**config.mk**
```make
export PLATFORM = sky130hd
export DESIGN_NAME = decode_stage_flat
export DESIGN_NICKNAME = d
export VERILOG_FILES = /design/src/rtl/decode_stage_if.sv /design/src/rtl/decode_stage.sv /design/src/flat_wrapper.sv
export SDC_FILE = /design/constraint.sdc
export NUM_CORES = 1
export LEC_CHECK = 0
export ABC_AREA = 1
export CAP_MARGIN = 20
export CORE_UTILIZATION = 46
export CTS_BUF_LIST = sky130_fd_sc_hd__clkbuf_4 sky130_fd_sc_hd__clkbuf_8
export CTS_CLUSTER_SIZE = 20
export DETAILED_ROUTE_END_ITERATION = 16
export GPL_ROUTABILITY_DRIVEN = 1
export PLACE_DENSITY = 0.75
export SYNTH_ARGS = -nofsm -noshare
export SYNTH_HDL_FRONTEND = slang
export SYNTH_SLANG_ARGS = --single-unit
export TNS_END_PERCENT = 100
```
**constraint.sdc**
```tcl
create_clock -name clk -period 5.65 [get_ports clk]
set_clock_uncertainty 0.15 [all_clocks]
set_input_delay 0.565 -clock clk [delete_from_list [all_inputs] [get_ports clk]]
set_output_delay 0.565 -clock clk [all_outputs]
set_load 0.02 [all_outputs]
```
**src/rtl/decode_stage_if.sv**
```systemverilog
// Handshaked bus between fetch, the RV32I decode stage and execute.
// slave is the decode stage's view, master is the surrounding pipeline's.
interface decode_stage_if #(
    parameter int XLEN = 32
);
    logic            in_valid;
    logic            in_ready;
    logic [31:0]     instruction;
    logic [XLEN-1:0] pc_in;
    logic            out_valid;
    logic            out_ready;
    logic [XLEN-1:0] pc_out;
    logic [3:0]      inst_type;
    logic [2:0]      imm_type;
    logic [6:0]      opcode;
    logic [4:0]      rd;
    logic [4:0]      rs1;
    logic [4:0]      rs2;
    logic [2:0]      func3;
    logic [6:0]      func7;
    logic [XLEN-1:0] immediate;
    logic            illegal;

    modport slave (
        input  in_valid, instruction, pc_in, out_ready,
        output in_ready, out_valid, pc_out, inst_type, imm_type,
        output opcode, rd, rs1, rs2, func3, func7, immediate, illegal
    );

    modport master (
        output in_valid, instruction, pc_in, out_ready,
        input  in_ready, out_valid, pc_out, inst_type, imm_type,
        input  opcode, rd, rs1, rs2, func3, func7, immediate, illegal
    );
endinterface

```
**src/rtl/decode_stage.sv**
```systemverilog
// RV32I decode stage: combinational decode into a registered output
// backed by a one-entry skid register for full throughput.
module decode_stage #(
    parameter int XLEN = 32
) (
    input  logic          clk,
    input  logic          rst,
    input  logic          flush,
    decode_stage_if.slave bus
);
    typedef enum logic [1:0] {EMPTY, ONE, TWO} state_t;
    typedef enum logic [2:0] {F_R, F_I, F_S, F_B, F_U, F_J} fmt_t;

    typedef struct packed {
        logic [XLEN-1:0] pc;
        logic [3:0]      inst_type;
        logic [2:0]      imm_type;
        logic [6:0]      opcode;
        logic [4:0]      rd;
        logic [4:0]      rs1;
        logic [4:0]      rs2;
        logic [2:0]      func3;
        logic [6:0]      func7;
        logic [XLEN-1:0] imm;
        logic            illegal;
    } entry_t;

    localparam logic [2:0] IMM_NONE = 3'd7;

    state_t state_q;
    entry_t out_q;
    entry_t skid_q;
    entry_t dec_d;
    entry_t rst_e;

    logic [31:0] ins;
    logic [2:0]  f3;
    logic [6:0]  f7;
    logic        accept;
    logic        fire;

    assign ins = bus.instruction;
    assign f3  = ins[14:12];
    assign f7  = ins[31:25];

    // Immediates built at 32 bits, then sign-extended to XLEN.
    logic signed [31:0] imm_i32, imm_s32, imm_b32, imm_u32, imm_j32;
    assign imm_i32 = {{20{ins[31]}}, ins[31:20]};
    assign imm_s32 = {{20{ins[31]}}, ins[31:25], ins[11:7]};
    assign imm_b32 = {{19{ins[31]}}, ins[31], ins[7],
                      ins[30:25], ins[11:8], 1'b0};
    assign imm_u32 = {ins[31:12], 12'b0};
    assign imm_j32 = {{11{ins[31]}}, ins[31], ins[19:12],
                      ins[20], ins[30:21], 1'b0};

    logic op_load, op_store, op_reg, op_imm, op_br;
    logic op_lui, op_auipc, op_jal, op_jalr, op_fence, op_sys;
    assign op_load  = ins[6:0] == 7'b0000011;
    assign op_store = ins[6:0] == 7'b0100011;
    assign op_reg   = ins[6:0] == 7'b0110011;
    assign op_imm   = ins[6:0] == 7'b0010011;
    assign op_br    = ins[6:0] == 7'b1100011;
    assign op_lui   = ins[6:0] == 7'b0110111;
    assign op_auipc = ins[6:0] == 7'b0010111;
    assign op_jal   = ins[6:0] == 7'b1101111;
    assign op_jalr  = ins[6:0] == 7'b1100111;
    assign op_fence = ins[6:0] == 7'b0001111;
    assign op_sys   = ins[6:0] == 7'b1110011;

    fmt_t       fmt;
    logic [3:0] ty;
    logic       ok;
    logic       shift;

    always_comb begin
        fmt   = F_I;
        ty    = 4'd0;
        ok    = 1'b0;
        shift = op_imm && (f3[1:0] == 2'b01);
        unique case (1'b1)
            op_load: begin
                ty = 4'd1; fmt = F_I;
                ok = !(f3 == 3'b011 || f3[2:1] == 2'b11);
            end
            op_store: begin
                ty = 4'd2; fmt = F_S; ok = f3 <= 3'b010;
            end
            op_reg: begin
                ty = 4'd3; fmt = F_R;
                ok = (f7 == 7'h00) ||
                     (f7 == 7'h20 && (f3 == 3'b000 || f3 == 3'b101));
            end
            op_imm: begin
                ty = 4'd4; fmt = F_I;
                if (f3 == 3'b001)      ok = f7 == 7'h00;
                else if (f3 == 3'b101) ok = f7 == 7'h00 || f7 == 7'h20;
                else                   ok = 1'b1;
            end
            op_br: begin
                ty = 4'd5; fmt = F_B; ok = f3[2:1] != 2'b01;
            end
            op_lui:   begin ty = 4'd6;  fmt = F_U; ok = 1'b1; end
            op_auipc: begin ty = 4'd7;  fmt = F_U; ok = 1'b1; end
            op_jal:   begin ty = 4'd8;  fmt = F_J; ok = 1'b1; end
            op_jalr: begin
                ty = 4'd9; fmt = F_I; ok = f3 == 3'b000;
            end
            op_fence: begin ty = 4'd10; fmt = F_I; ok = 1'b1; end
            op_sys:   begin ty = 4'd11; fmt = F_I; ok = 1'b1; end
            default:  ok = 1'b0;
        endcase
    end

    always_comb begin
        dec_d          = '0;
        dec_d.pc       = bus.pc_in;
        dec_d.opcode   = ins[6:0];
        dec_d.imm_type = IMM_NONE;
        if (ok) begin
            dec_d.inst_type = ty;
            unique case (fmt)
                F_R: begin
                    dec_d.rd    = ins[11:7];
                    dec_d.rs1   = ins[19:15];
                    dec_d.rs2   = ins[24:20];
                    dec_d.func3 = f3;
                    dec_d.func7 = f7;
                end
                F_I: begin
                    dec_d.rd       = ins[11:7];
                    dec_d.rs1      = ins[19:15];
                    dec_d.func3    = f3;
                    dec_d.func7    = shift ? f7 : 7'h00;
                    dec_d.imm_type = 3'd0;
                    dec_d.imm      = XLEN'(imm_i32);
                end
                F_S: begin
                    dec_d.rs1      = ins[19:15];
                    dec_d.rs2      = ins[24:20];
                    dec_d.func3    = f3;
                    dec_d.imm_type = 3'd1;
                    dec_d.imm      = XLEN'(imm_s32);
                end
                F_B: begin
                    dec_d.rs1      = ins[19:15];
                    dec_d.rs2      = ins[24:20];
                    dec_d.func3    = f3;
                    dec_d.imm_type = 3'd2;
                    dec_d.imm      = XLEN'(imm_b32);
                end
                F_U: begin
                    dec_d.rd       = ins[11:7];
                    dec_d.imm_type = 3'd3;
                    dec_d.imm      = XLEN'(imm_u32);
                end
                F_J: begin
                    dec_d.rd       = ins[11:7];
                    dec_d.imm_type = 3'd4;
                    dec_d.imm      = XLEN'(imm_j32);
                end
                default: dec_d.imm_type = IMM_NONE;
            endcase
        end else begin
            dec_d.illegal  = 1'b1;
            dec_d.imm_type = 3'd0;
        end
    end

    always_comb begin
        rst_e          = '0;
        rst_e.imm_type = IMM_NONE;
    end

    assign bus.in_ready = !rst && (state_q != TWO);
    assign accept       = bus.in_valid && bus.in_ready;
    assign fire         = (state_q != EMPTY) && bus.out_ready;

    always_ff @(posedge clk) begin
        if (rst) begin
            state_q <= EMPTY;
            out_q   <= rst_e;
            skid_q  <= rst_e;
        end else if (flush) begin
            state_q <= EMPTY;
        end else begin
            unique case (state_q)
                EMPTY: if (accept) begin
                    out_q   <= dec_d;
                    state_q <= ONE;
                end
                ONE: begin
                    if (accept && fire) begin
                        out_q <= dec_d;
                    end else if (accept) begin
                        skid_q  <= dec_d;
                        state_q <= TWO;
                    end else if (fire) begin
                        state_q <= EMPTY;
                    end
                end
                TWO: if (fire) begin
                    out_q   <= skid_q;
                    state_q <= ONE;
                end
                default: state_q <= EMPTY;
            endcase
        end
    end

    assign bus.out_valid = state_q != EMPTY;
    assign bus.pc_out    = out_q.pc;
    assign bus.inst_type = out_q.inst_type;
    assign bus.imm_type  = out_q.imm_type;
    assign bus.opcode    = out_q.opcode;
    assign bus.rd        = out_q.rd;
    assign bus.rs1       = out_q.rs1;
    assign bus.rs2       = out_q.rs2;
    assign bus.func3     = out_q.func3;
    assign bus.func7     = out_q.func7;
    assign bus.immediate = out_q.imm;
    assign bus.illegal   = out_q.illegal;
endmodule

```
**src/flat_wrapper.sv**
```systemverilog
// flat-port wrapper written by rule: the top's interface ports become plain ports
module decode_stage_flat 
#(
    parameter int XLEN = 32
)
  (clk, rst, flush, bus_in_valid, bus_instruction, bus_pc_in, bus_out_ready, bus_in_ready, bus_out_valid, bus_pc_out, bus_inst_type, bus_imm_type, bus_opcode, bus_rd, bus_rs1, bus_rs2, bus_func3, bus_func7, bus_immediate, bus_illegal);
  decode_stage_if #(.XLEN(XLEN)) bus_i ();
  input  logic clk;
  input  logic rst;
  input  logic flush;
  input wire logic [$bits(bus_i.in_valid)-1:0] bus_in_valid;
  input wire logic [$bits(bus_i.instruction)-1:0] bus_instruction;
  input wire logic [$bits(bus_i.pc_in)-1:0] bus_pc_in;
  input wire logic [$bits(bus_i.out_ready)-1:0] bus_out_ready;
  output wire logic [$bits(bus_i.in_ready)-1:0] bus_in_ready;
  output wire logic [$bits(bus_i.out_valid)-1:0] bus_out_valid;
  output wire logic [$bits(bus_i.pc_out)-1:0] bus_pc_out;
  output wire logic [$bits(bus_i.inst_type)-1:0] bus_inst_type;
  output wire logic [$bits(bus_i.imm_type)-1:0] bus_imm_type;
  output wire logic [$bits(bus_i.opcode)-1:0] bus_opcode;
  output wire logic [$bits(bus_i.rd)-1:0] bus_rd;
  output wire logic [$bits(bus_i.rs1)-1:0] bus_rs1;
  output wire logic [$bits(bus_i.rs2)-1:0] bus_rs2;
  output wire logic [$bits(bus_i.func3)-1:0] bus_func3;
  output wire logic [$bits(bus_i.func7)-1:0] bus_func7;
  output wire logic [$bits(bus_i.immediate)-1:0] bus_immediate;
  output wire logic [$bits(bus_i.illegal)-1:0] bus_illegal;
  assign bus_i.in_valid = bus_in_valid;
  assign bus_i.instruction = bus_instruction;
  assign bus_i.pc_in = bus_pc_in;
  assign bus_i.out_ready = bus_out_ready;
  assign bus_in_ready = bus_i.in_ready;
  assign bus_out_valid = bus_i.out_valid;
  assign bus_pc_out = bus_i.pc_out;
  assign bus_inst_type = bus_i.inst_type;
  assign bus_imm_type = bus_i.imm_type;
  assign bus_opcode = bus_i.opcode;
  assign bus_rd = bus_i.rd;
  assign bus_rs1 = bus_i.rs1;
  assign bus_rs2 = bus_i.rs2;
  assign bus_func3 = bus_i.func3;
  assign bus_func7 = bus_i.func7;
  assign bus_immediate = bus_i.immediate;
  assign bus_illegal = bus_i.illegal;
  decode_stage #(.XLEN(XLEN)) u_core (.clk(clk), .rst(rst), .flush(flush), .bus(bus_i));
endmodule
```
==> results of run 1 <==
-- Yosys cell counts (2+ instances only) --
master	instances
nor3_1	3
nor2_4	5
nand2_1	204
inv_2	9
o21ai_1	19
buf_2	25
clkbuf_1	61
a21oi_1	189
inv_1	26
nand4_1	28
o31ai_1	2
buf_4	5
dfxtp_1	210
nand3_1	70
nand3_2	12
or2_2	2
nand2_4	2
o21ai_0	200
nor2_1	175
buf_1	7
buf_6	4
nand2_2	3
-- layout by cell type, fill, tap and decap left out, drive strengths merged, types with 2 or more instances in the layout --
cell,netlist,routed
nand2,209,209
nor2,180,180
o21ai,220,220
clkbuf,61,59
o31ai,2,2
nand4,28,28
nand3,83,83
a21oi,189,189
nor3,4,4
clkdlybuf4s50,0,174
buf,43,11
inv,36,37
dfxtp,210,210
or2,2,2
-- report_power, final --
part           total [W]  internal, W  switching [W]
registers        0.00157      0.00154      0.0000318
logic           0.000451     0.000190       0.000260
clock network    0.00150     0.000880       0.000616
-- metal layers --
metal,GRT usage [%],vias up,wire length [um]
met4,10.8,0,868
met2,38.1,372,11500
met3,3.99,68,1930
li1,-,4543,-
met5,0,-,0
met1,35.7,4235,12000
-- sequential cells by signal, indices dropped and copies added (netlist names) --
signal	cells
u_core.bus.rs2	5
u_core.state_q	2
u_core.bus.opcode	7
u_core.bus.illegal	1
u_core.bus.pc_out	32
u_core.bus.inst_type	4
u_core.bus.immediate	32
u_core.bus.func7	7
u_core.skid_q	104
u_core.bus.rs1	5
u_core.bus.imm_type	3
u_core.bus.rd	5
u_core.bus.func3	3
-- final cells by class --
class	instances	area, um2
timing repair buffer	185	1860
inverter	37	144
clock inverter	3	42.5
multi-input combinational	922	4340
fill	1838	7850
clock buffer	59	749
tap	265	332
sequential	210	4200
-- kinds of logic after synthesis --
group	after synthesis	synth area share [%]
and+or+nand+nor	507	24.3
AOI/OAI and AO/OA	414	22.8
DFF	210	45.8
buffers and inverters	141	6.97
xor gates and xnor gates	1	0.0955
-- worst max-delay path by stage --
| stage | startpoint | endpoint | slack [ps] | depth (start not counted) |
|---|---|---|---|---|
| 2_1_floorplan | bus_instruction[1] | u_core.skid_q[10] | 3610 | 10 |
| 3_3_place_gp | rst | u_core.bus.rs1[4] | 1820 | 11 |
| 3_5_place_dp | rst | u_core.bus.immediate[29] | 1770 | 11 |
| 4_1_cts | u_core.state_q[0] | u_core.bus.immediate[16] | 1890 | 13 |
| 5_1_grt | rst | u_core.bus.immediate[10] | 2020 | 11 |
| 6_report | rst | u_core.bus.immediate[16] | 2330 | 11 |
-- worst register-to-register path: stages (launching register included) --
cell and delay (ps):
dfxtp_1 370, inv_2 80, nand2_4 160, inv_4 50
nor2_4 100, nand2_1 100, nand3_1 70, o21ai_1 80
nor2_1 170, nand2_4 280, inv_2 460, buf_4 490
o21ai_0 210, a21oi_1 170
-- stage by stage --
stage	hold WS (ps)	cells	util, %	worst slack, ps
after floorplan	269	1273	-	3610
after global placement	278	1617	55.5	1820
after detailed placement	284	1617	55.5	1770
after CTS	294	1679	59.5	1890
after global routing	315	1681	59.8	2020
final	291	1681	59.8	2330
==> results.sh, run 1 <==
export IMPL_status="finished, final reports clean"
export IMPL_grt_overflow=0
export IMPL_initial_core_util_pct=47.0
export IMPL_cts_tree="built"
export IMPL_r2r_start="u_core.state_q[0]"
export IMPL_finalCritPeriodShare_pct=58.8
export IMPL_cts_resized=0
export IMPL_yosys_cell_types_count=34
export IMPL_required_ps=5940
export IMPL_grt_pass1_wl_um=41800
export IMPL_p_per_area_mw_per_mm2=301
export IMPL_cp_slowest_cell="clkdlybuf4s50_1"
export IMPL_numCtsBuffers=37
export IMPL_drive_gt1_share_pct=7.84
export IMPL_async_reset_ff_share_pct=0
export IMPL_clk_latency_ps=520
export IMPL_rsz0062_at_grt="no"
export IMPL_diodes=0
export IMPL_routedWlPerCell_um=15.7
export IMPL_ff2ff_path_depth=13
export IMPL_clock_path_buffers=3
export IMPL_dr_pass1_iters=6
export IMPL_synth_edff_count=0
export IMPL_root_buffer="clkbuf_8"
export IMPL_max_freq_ghz=0.301
export IMPL_path_cells="clkdlybuf4s50_1 > nor2_4 > nand2_1 > nand3_1 > o21ai_1 > nor2_1 > nand2_4 > inv_2 > buf_4 > o21ai_0 > a21oi_1"
export IMPL_synth_warnings=0
export IMPL_antenna_found_initial=0
export IMPL_gp_congestion=0.885
export IMPL_cp_arrival_ps=3620
export IMPL_hold_path_depth=2
export IMPL_drtAntennaViolNets=0
export IMPL_fin_crit_ps=3320
export IMPL_die_area_mm2=0.0205
export IMPL_reg2reg_to="u_core.bus.immediate[16]"
export IMPL_cp_max_fo=42
export IMPL_relSlewSlack_pct=32.8
export IMPL_cts_setup_buffers=0
export IMPL_clock_sinks=210
export IMPL_grt_pass1_vias=8178
export IMPL_num_nets_final=1462
export IMPL_power_w=0.00352
export IMPL_ctsHoldBuffers=0
export IMPL_route_detailed_drc=0
export IMPL_hold_path_startpoint="u_core.skid_q[39]"
export IMPL_finalHoldViolCount=0
export IMPL_drtIter0Drc=739
export IMPL_synth_seq_cells=210
export IMPL_max_cap_violations=0
export IMPL_syn_inst=1273
export IMPL_leakagePower_nw=4.61
export IMPL_fin_tns_setup_ps=0
export IMPL_r2r_slack_ps=2630
export IMPL_synth_area_leaders="dfxtp_1 (46%), o21ai_0 (11%), a21oi_1 (10%)"
export IMPL_critPathMaxStageDelay_ps=750
export IMPL_crit_family="buffers and inverters"
export IMPL_via_per_inst=5.48
export IMPL_netlist_area_mm2=0.00918
export IMPL_clk_transition_reported_paths_ps=60
export IMPL_start_kind="primary input"
export IMPL_core_rowCount=51
export IMPL_die_w_um=143
export IMPL_htree_levels=2
export IMPL_core_area_mm2=0.0195
export IMPL_end_kind="register"
export IMPL_hold_path_class="reg2reg"
export IMPL_ir_drop_uv=191
export IMPL_ios=175
export IMPL_path_buf_inv=3
export IMPL_wirelength_um=26300
export IMPL_synthFlopType="dfxtp_1"
export IMPL_syn_area_per_cell_um2=7.21
export IMPL_drv_slew=0
export IMPL_holdPathEnd="u_core.skid_q[39]"
export IMPL_finalInstanceArea_mm2=0.0117
export IMPL_place_area_mm2=0.0108
export IMPL_grt_use_total_pct=25.3
export IMPL_setup_viol=0
export IMPL_syn_nets=1342
export IMPL_yosysSeqAreaShare_pct=45.8
export IMPL_worstSetupPathType="in2reg"
export IMPL_area_growth_pct=27.2
export IMPL_dp_hpwl_um=16000
export IMPL_vias=9218
export IMPL_port_buffer_count=174
export IMPL_synth_top_area_cell="dfxtp_1"
export IMPL_grt_max_degree=108
export IMPL_die_h_um=143
export IMPL_synth_top_area_share_pct=45.8
export IMPL_tightest_slew_ps=1010
(Power assumes the default switching activity.)
==> run 2, diff against run 1 <==
==> constraint.sdc (replaced) <==
create_clock -name clk -period 3.1 [get_ports clk]
set_clock_uncertainty 0.15 [all_clocks]
set_input_delay 0.31 -clock clk [delete_from_list [all_inputs] [get_ports clk]]
set_output_delay 0.31 -clock clk [all_outputs]
set_load 0.02 [all_outputs]
==> run 2 against run 1 <==
Against the previous run: sequential power is 83% higher; highest routed layer unchanged; final area is 1.3% higher; global-route usage is 0.44 points higher.
==> results.sh, run 2 (synthesis gave the netlist of run 1 again) <==
export IMPL_dr_pass1_iters=6
export IMPL_hold_path_class="in2reg"
export IMPL_gp_congestion=0.918
export IMPL_num_nets_final=1477
export IMPL_hold_worst_slack_ps=265
export IMPL_clk_latency_ps=530
export IMPL_layout_cells_most_common_list="dfxtp_1 (210), nand2_1 (204), o21ai_0 (200), a21oi_1 (189), nor2_1 (175)"
export IMPL_core_rowCount=51
export IMPL_p_per_area_mw_per_mm2=537
export IMPL_grt_use_total_pct=25.7
export IMPL_finalCritPeriodShare_pct=82.2
export IMPL_finalInstanceArea_mm2=0.0118
export IMPL_route_detailed_drc=0
export IMPL_start_kind="register"
export IMPL_die_h_um=143
export IMPL_antenna_found_initial=0
export IMPL_hold_path_startpoint="bus_pc_in[22]"
export IMPL_port_buffer_count=174
export IMPL_fin_tns_setup_ps=0
export IMPL_max_cap_violations=0
export IMPL_core_area_mm2=0.0195
export IMPL_clock_path_buffers=3
export IMPL_status="finished, final reports clean"
export IMPL_grt_pass1_vias=8207
export IMPL_tightest_slew_ps=1130
export IMPL_diodes=0
export IMPL_drtIter0Drc=709
export IMPL_r2r_start="u_core.state_q[0]"
export IMPL_clk_transition_reported_paths_ps=60
export IMPL_largest_reg_flops=104
export IMPL_numCtsBuffers=37
export IMPL_cp_arrival_ps=2830
export IMPL_worstSetupPathType="reg2reg"
export IMPL_vias=9290
export IMPL_setup_viol=0
export IMPL_fill_cells=1828
export IMPL_ir_drop_uv=310
export IMPL_root_buffer="clkbuf_8"
export IMPL_cts_tree="built"
export IMPL_dp_hpwl_um=16400
export IMPL_initial_core_util_pct=47.0
export IMPL_drtAntennaViolNets=0
export IMPL_cts_resized=0
export IMPL_routedWlPerCell_um=15.9
export IMPL_via_per_inst=5.47
export IMPL_grt_overflow=0
export IMPL_hold_path_depth=3
export IMPL_grt_max_degree=158
export IMPL_place_area_mm2=0.0110
export IMPL_fin_crit_ps=2550
export IMPL_wirelength_um=26900
export IMPL_power_w=0.00635
export IMPL_layout_commonest_cell="dfxtp_1"
export IMPL_finalHoldViolCount=0
export IMPL_reg2reg_to="u_core.bus.rs1[3]"
export IMPL_cts_setup_buffers=0
export IMPL_holdPathEnd="u_core.skid_q[94]"
export IMPL_r2r_slack_ps=550
export IMPL_ff2ff_path_depth=13
export IMPL_grt_pass1_wl_um=42200
export IMPL_ctsHoldBuffers=0
export IMPL_die_area_mm2=0.0205
export IMPL_required_ps=3380
export IMPL_rsz0062_at_grt="no"
export IMPL_ios=175
export IMPL_area_growth_pct=28.8
export IMPL_largest_register="u_core.skid_q"
export IMPL_max_freq_ghz=0.392
export IMPL_drv_slew=0
export IMPL_drive_gt1_share_pct=8.87
export IMPL_leakagePower_nw=4.69
export IMPL_die_w_um=143
export IMPL_cp_max_fo=50
export IMPL_relSlewSlack_pct=24.8
export IMPL_clock_sinks=210
export IMPL_end_kind="register"
export IMPL_htree_levels=2
-- run 2: cell type report --
type	count	area, um2	share of cell area [%]
multi-input combinational	922	4340	36.7
clock buffer	60	757	6.40
sequential	210	4200	35.6
timing repair buffer	200	2030	17.2
tap	265	332	2.80
clock inverter	3	17.5	0.148
inverter	37	144	1.22
-- run 2: layer usage --
| layer | part of all wire, % | global-route usage [%] | vias to the layer above |
|---|---|---|---|
| met4 | 2.9 | 10.7 | 0 |
| met3 | 8.2 | 5.03 | 54 |
| met5 | 0 | 0 | - |
| met1 | 44 | 35.1 | 4297 |
| li1 | - | - | 4559 |
| met2 | 44 | 39.6 | 380 |
-- run 2: per-stage QoR --
| step | cells | worst slack, ps | util [%] |
|---|---|---|---|
| 5_1_grt | 1697 | 367 | 60.6 |
| 6_report | 1697 | 551 | 60.6 |
| 3_5_place_dp | 1633 | 258 | 56.5 |
| 4_1_cts | 1696 | 534 | 60.4 |
| 3_3_place_gp | 1633 | 357 | 56.5 |
| 2_1_floorplan | 1273 | 1160 | - |
-- run 2: where the power goes --
| group | internal (W) | switching, W | total (W) | leakage (nW) |
|---|---|---|---|---|
| Clock | 0.00153 | 0.00110 | 0.00264 | 0.411 |
| Combinational | 0.000364 | 0.000479 | 0.000843 | 2.58 |
| Sequential | 0.00281 | 0.0000614 | 0.00287 | 1.71 |
| Total | 0.00471 | 0.00164 | 0.00635 | 4.69 |
-- run 2: worst max-delay path by stage --
| stage | startpoint | endpoint | slack [ps] | cells after the start |
|---|---|---|---|---|
| after floorplan | u_core.state_q[0] | u_core.bus.opcode[2] | 1160 | 13 |
| after global placement | bus_instruction[1] | u_core.bus.rs2[3] | 360 | 10 |
| after detailed placement | bus_instruction[1] | u_core.bus.rs1[3] | 260 | 10 |
| after CTS | u_core.state_q[0] | u_core.bus.rs1[3] | 530 | 13 |
| after global routing | u_core.state_q[0] | u_core.bus.func3[2] | 370 | 13 |
| final | u_core.state_q[0] | u_core.bus.rs1[3] | 550 | 13 |
-- run 2: critical path, stage by stage, from the launching register on --
cell	delay, ps
dfxtp_1	370
inv_2	90
nand2_4	80
inv_4	40
nor2_4	100
nand2_1	90
nand3_1	70
o21ai_1	80
nor2_1	180
nand2_4	240
inv_2	150
buf_4	460
o21ai_0	180
a21oi_1	170
==> run 3, diff against run 2 <==
--- a/config.mk
+++ b/config.mk
@@ -12,7 +12,7 @@
 export CTS_CLUSTER_SIZE = 20
 export DETAILED_ROUTE_END_ITERATION = 16
 export GPL_ROUTABILITY_DRIVEN = 1
-export PLACE_DENSITY = 0.75
+export PLACE_DENSITY = 0.78
 export SYNTH_ARGS = -nofsm -noshare
 export SYNTH_HDL_FRONTEND = slang
 export SYNTH_SLANG_ARGS = --single-unit
==> constraint.sdc (replaced) <==
create_clock -name clk -period 2.21 [get_ports clk]
set_clock_uncertainty 0.15 [all_clocks]
set_input_delay 0.221 -clock clk [delete_from_list [all_inputs] [get_ports clk]]
set_output_delay 0.221 -clock clk [all_outputs]
set_load 0.02 [all_outputs]
==> run 3 against run 2 <==
Against the previous run: flip-flop and latch count unchanged; first-iteration DRC count increased by 17%; via count increased by 3.0%; critical path type is now reg2out; total power increased by 42%; combinational power increased by 49%; clock power increased by 41%.
==> results.sh, run 3 (synthesis gave the netlist of run 1 again) <==
export IMPL_drv_slew=0
export IMPL_ff2ff_path_depth=13
export IMPL_wirelength_um=27900
export IMPL_route_detailed_drc=0
export IMPL_hold_path_startpoint="bus_pc_in[24]"
export IMPL_grt_busiest_layer="met2"
export IMPL_fill_cells=1779
export IMPL_grt_overflow=0
export IMPL_grt_use_met3_pct=5.67
export IMPL_die_h_um=143
export IMPL_ctsHoldBuffers=0
export IMPL_clk_transition_reported_paths_ps=60
export IMPL_largest_reg_flops=104
export IMPL_cts_tree="built"
export IMPL_grt_use_total_pct=27.3
export IMPL_clk_latency_ps=510
export IMPL_area_growth_pct=34.7
export IMPL_layout_commonest_cell="dfxtp_1"
export IMPL_antenna_found_initial=1
export IMPL_numCtsBuffers=36
export IMPL_postLayoutCoreUtil_pct=63.3
export IMPL_port_buffer_count=174
export IMPL_via_per_inst=5.45
export IMPL_combPwrFrac_pct=14.0
export IMPL_dp_hpwl_um=17800
export IMPL_die_area_mm2=0.0205
export IMPL_largest_register="u_core.skid_q"
export IMPL_p_sw_w=0.00231
export IMPL_status="finished, final reports clean"
export IMPL_grt_pass1_wl_um=44800
export IMPL_root_buffer="clkbuf_8"
export IMPL_routedWlPerCell_um=15.9
export IMPL_use_met1_pct=35.5
export IMPL_cp_arrival_ps=1690
export IMPL_max_cap_violations=0
export IMPL_drive_gt1_share_pct=12.6
export IMPL_required_ps=1840
export IMPL_num_nets_final=1539
export IMPL_leakagePower_nw=5.01
export IMPL_finalHoldViolCount=0
export IMPL_power_share_switching_pct=25.6
export IMPL_cts_setup_buffers=0
export IMPL_initial_core_util_pct=47.0
export IMPL_vias=9573
export IMPL_hold_path_class="in2reg"
export IMPL_grt_pass1_vias=8900
export IMPL_dr_pass1_iters=5
export IMPL_cp_max_fo=3
export IMPL_grt_max_degree=108
export IMPL_clock_path_buffers=3
export IMPL_worstSetupPathType="reg2out"
export IMPL_max_freq_ghz=0.485
export IMPL_gp_congestion=0.911
export IMPL_core_area_mm2=0.0195
export IMPL_p_int_w=0.00670
export IMPL_die_w_um=143
export IMPL_power_w=0.00901
export IMPL_grt_use_met2_pct=45.1
export IMPL_critPathMaxStageDelay_ps=630
export IMPL_cts_resized=1
export IMPL_ir_drop_uv=360
export IMPL_layout_cells_most_common_list="dfxtp_1 (210), nand2_1 (204), o21ai_0 (200), a21oi_1 (189), nor2_1 (174)"
export IMPL_setup_viol=0
export IMPL_path_cells="inv_1 > nand2_1 > clkdlybuf4s50_1"
export IMPL_seqPwrFrac_pct=44.7
export IMPL_fin_crit_ps=2060
export IMPL_p_per_area_mw_per_mm2=729
export IMPL_relSlewSlack_pct=64.0
export IMPL_finalCritPeriodShare_pct=93.3
export IMPL_clock_sinks=210
export IMPL_p_clk_share_pct=41.3
export IMPL_htree_levels=2
export IMPL_drtIter0Drc=832
export IMPL_drtAntennaViolNets=0
export IMPL_ios=175
export IMPL_tightest_slew_ps=540
export IMPL_core_rowCount=51
export IMPL_r2r_start="u_core.state_q[0]"
export IMPL_critPathLaunch="u_core.state_q[1]"
export IMPL_cp_slowest_cell="clkdlybuf4s50_1"
export IMPL_rsz0062_at_grt="no"
export IMPL_end_kind="output pin"
export IMPL_hold_path_depth=3
export IMPL_start_kind="register"
-- run 3: power groups by stage --
stage / registers [W] / logic [W] / clock network, W
2_1_floorplan: 0.00425 / 0.000453 / 0
3_3_place_gp: 0.00411 / 0.00124 / 0
3_5_place_dp: 0.00411 / 0.00125 / 0
4_1_cts: 0.00403 / 0.00126 / 0.00377
5_1_grt: 0.00404 / 0.00137 / 0.00395
6_report: 0.00403 / 0.00126 / 0.00372
-- run 3: worst paths after layout --
| kind | end | slack [ps] |
|---|---|---|
| worst max-delay path | bus_out_valid | 150 |
| worst min-delay path | u_core.skid_q[96] | 170 |
| worst max register to register | u_core.bus.func3[1] | 180 |
| worst min register to register | u_core.skid_q[37] | 290 |
-- run 3: per-stage QoR --
step	cell area [um2]	setup slack, ps	setup TNS (ps)	std cells	hold WS, ps
floorplan	9180	274	0	1273	147
global placement	11600	-184	-17550	1697	278
detailed placement	11600	-271	-23630	1697	279
CTS	12400	37.7	0	1757	150
global route	12400	15.0	0	1757	181
finish	12400	147	0	1758	172
-- run 3: final cells by class --
cell class,instances,area (um2),area share [%]
sequential,210,4200,34.0
clock buffer,58,729,5.90
tap,265,332,2.68
clock inverter,2,35.0,0.283
inverter,37,146,1.18
multi-input combinational,922,4340,35.1
timing repair buffer,263,2570,20.8
antenna,1,2.50,0.0202
-- run 3: worst max-delay path: cells and delay by family, from the launching register on --
family / cells / cell delay [ps]
and+or+nand+nor: 1 / 70
DFF: 1 / 390
buffers and inverters: 2 / 730
-- run 3: layer usage --
layer	routed length, um	up-vias
met2	13200	393
met5	0	-
met1	12100	4452
met3	2030	44
met4	560	0
li1	-	4684
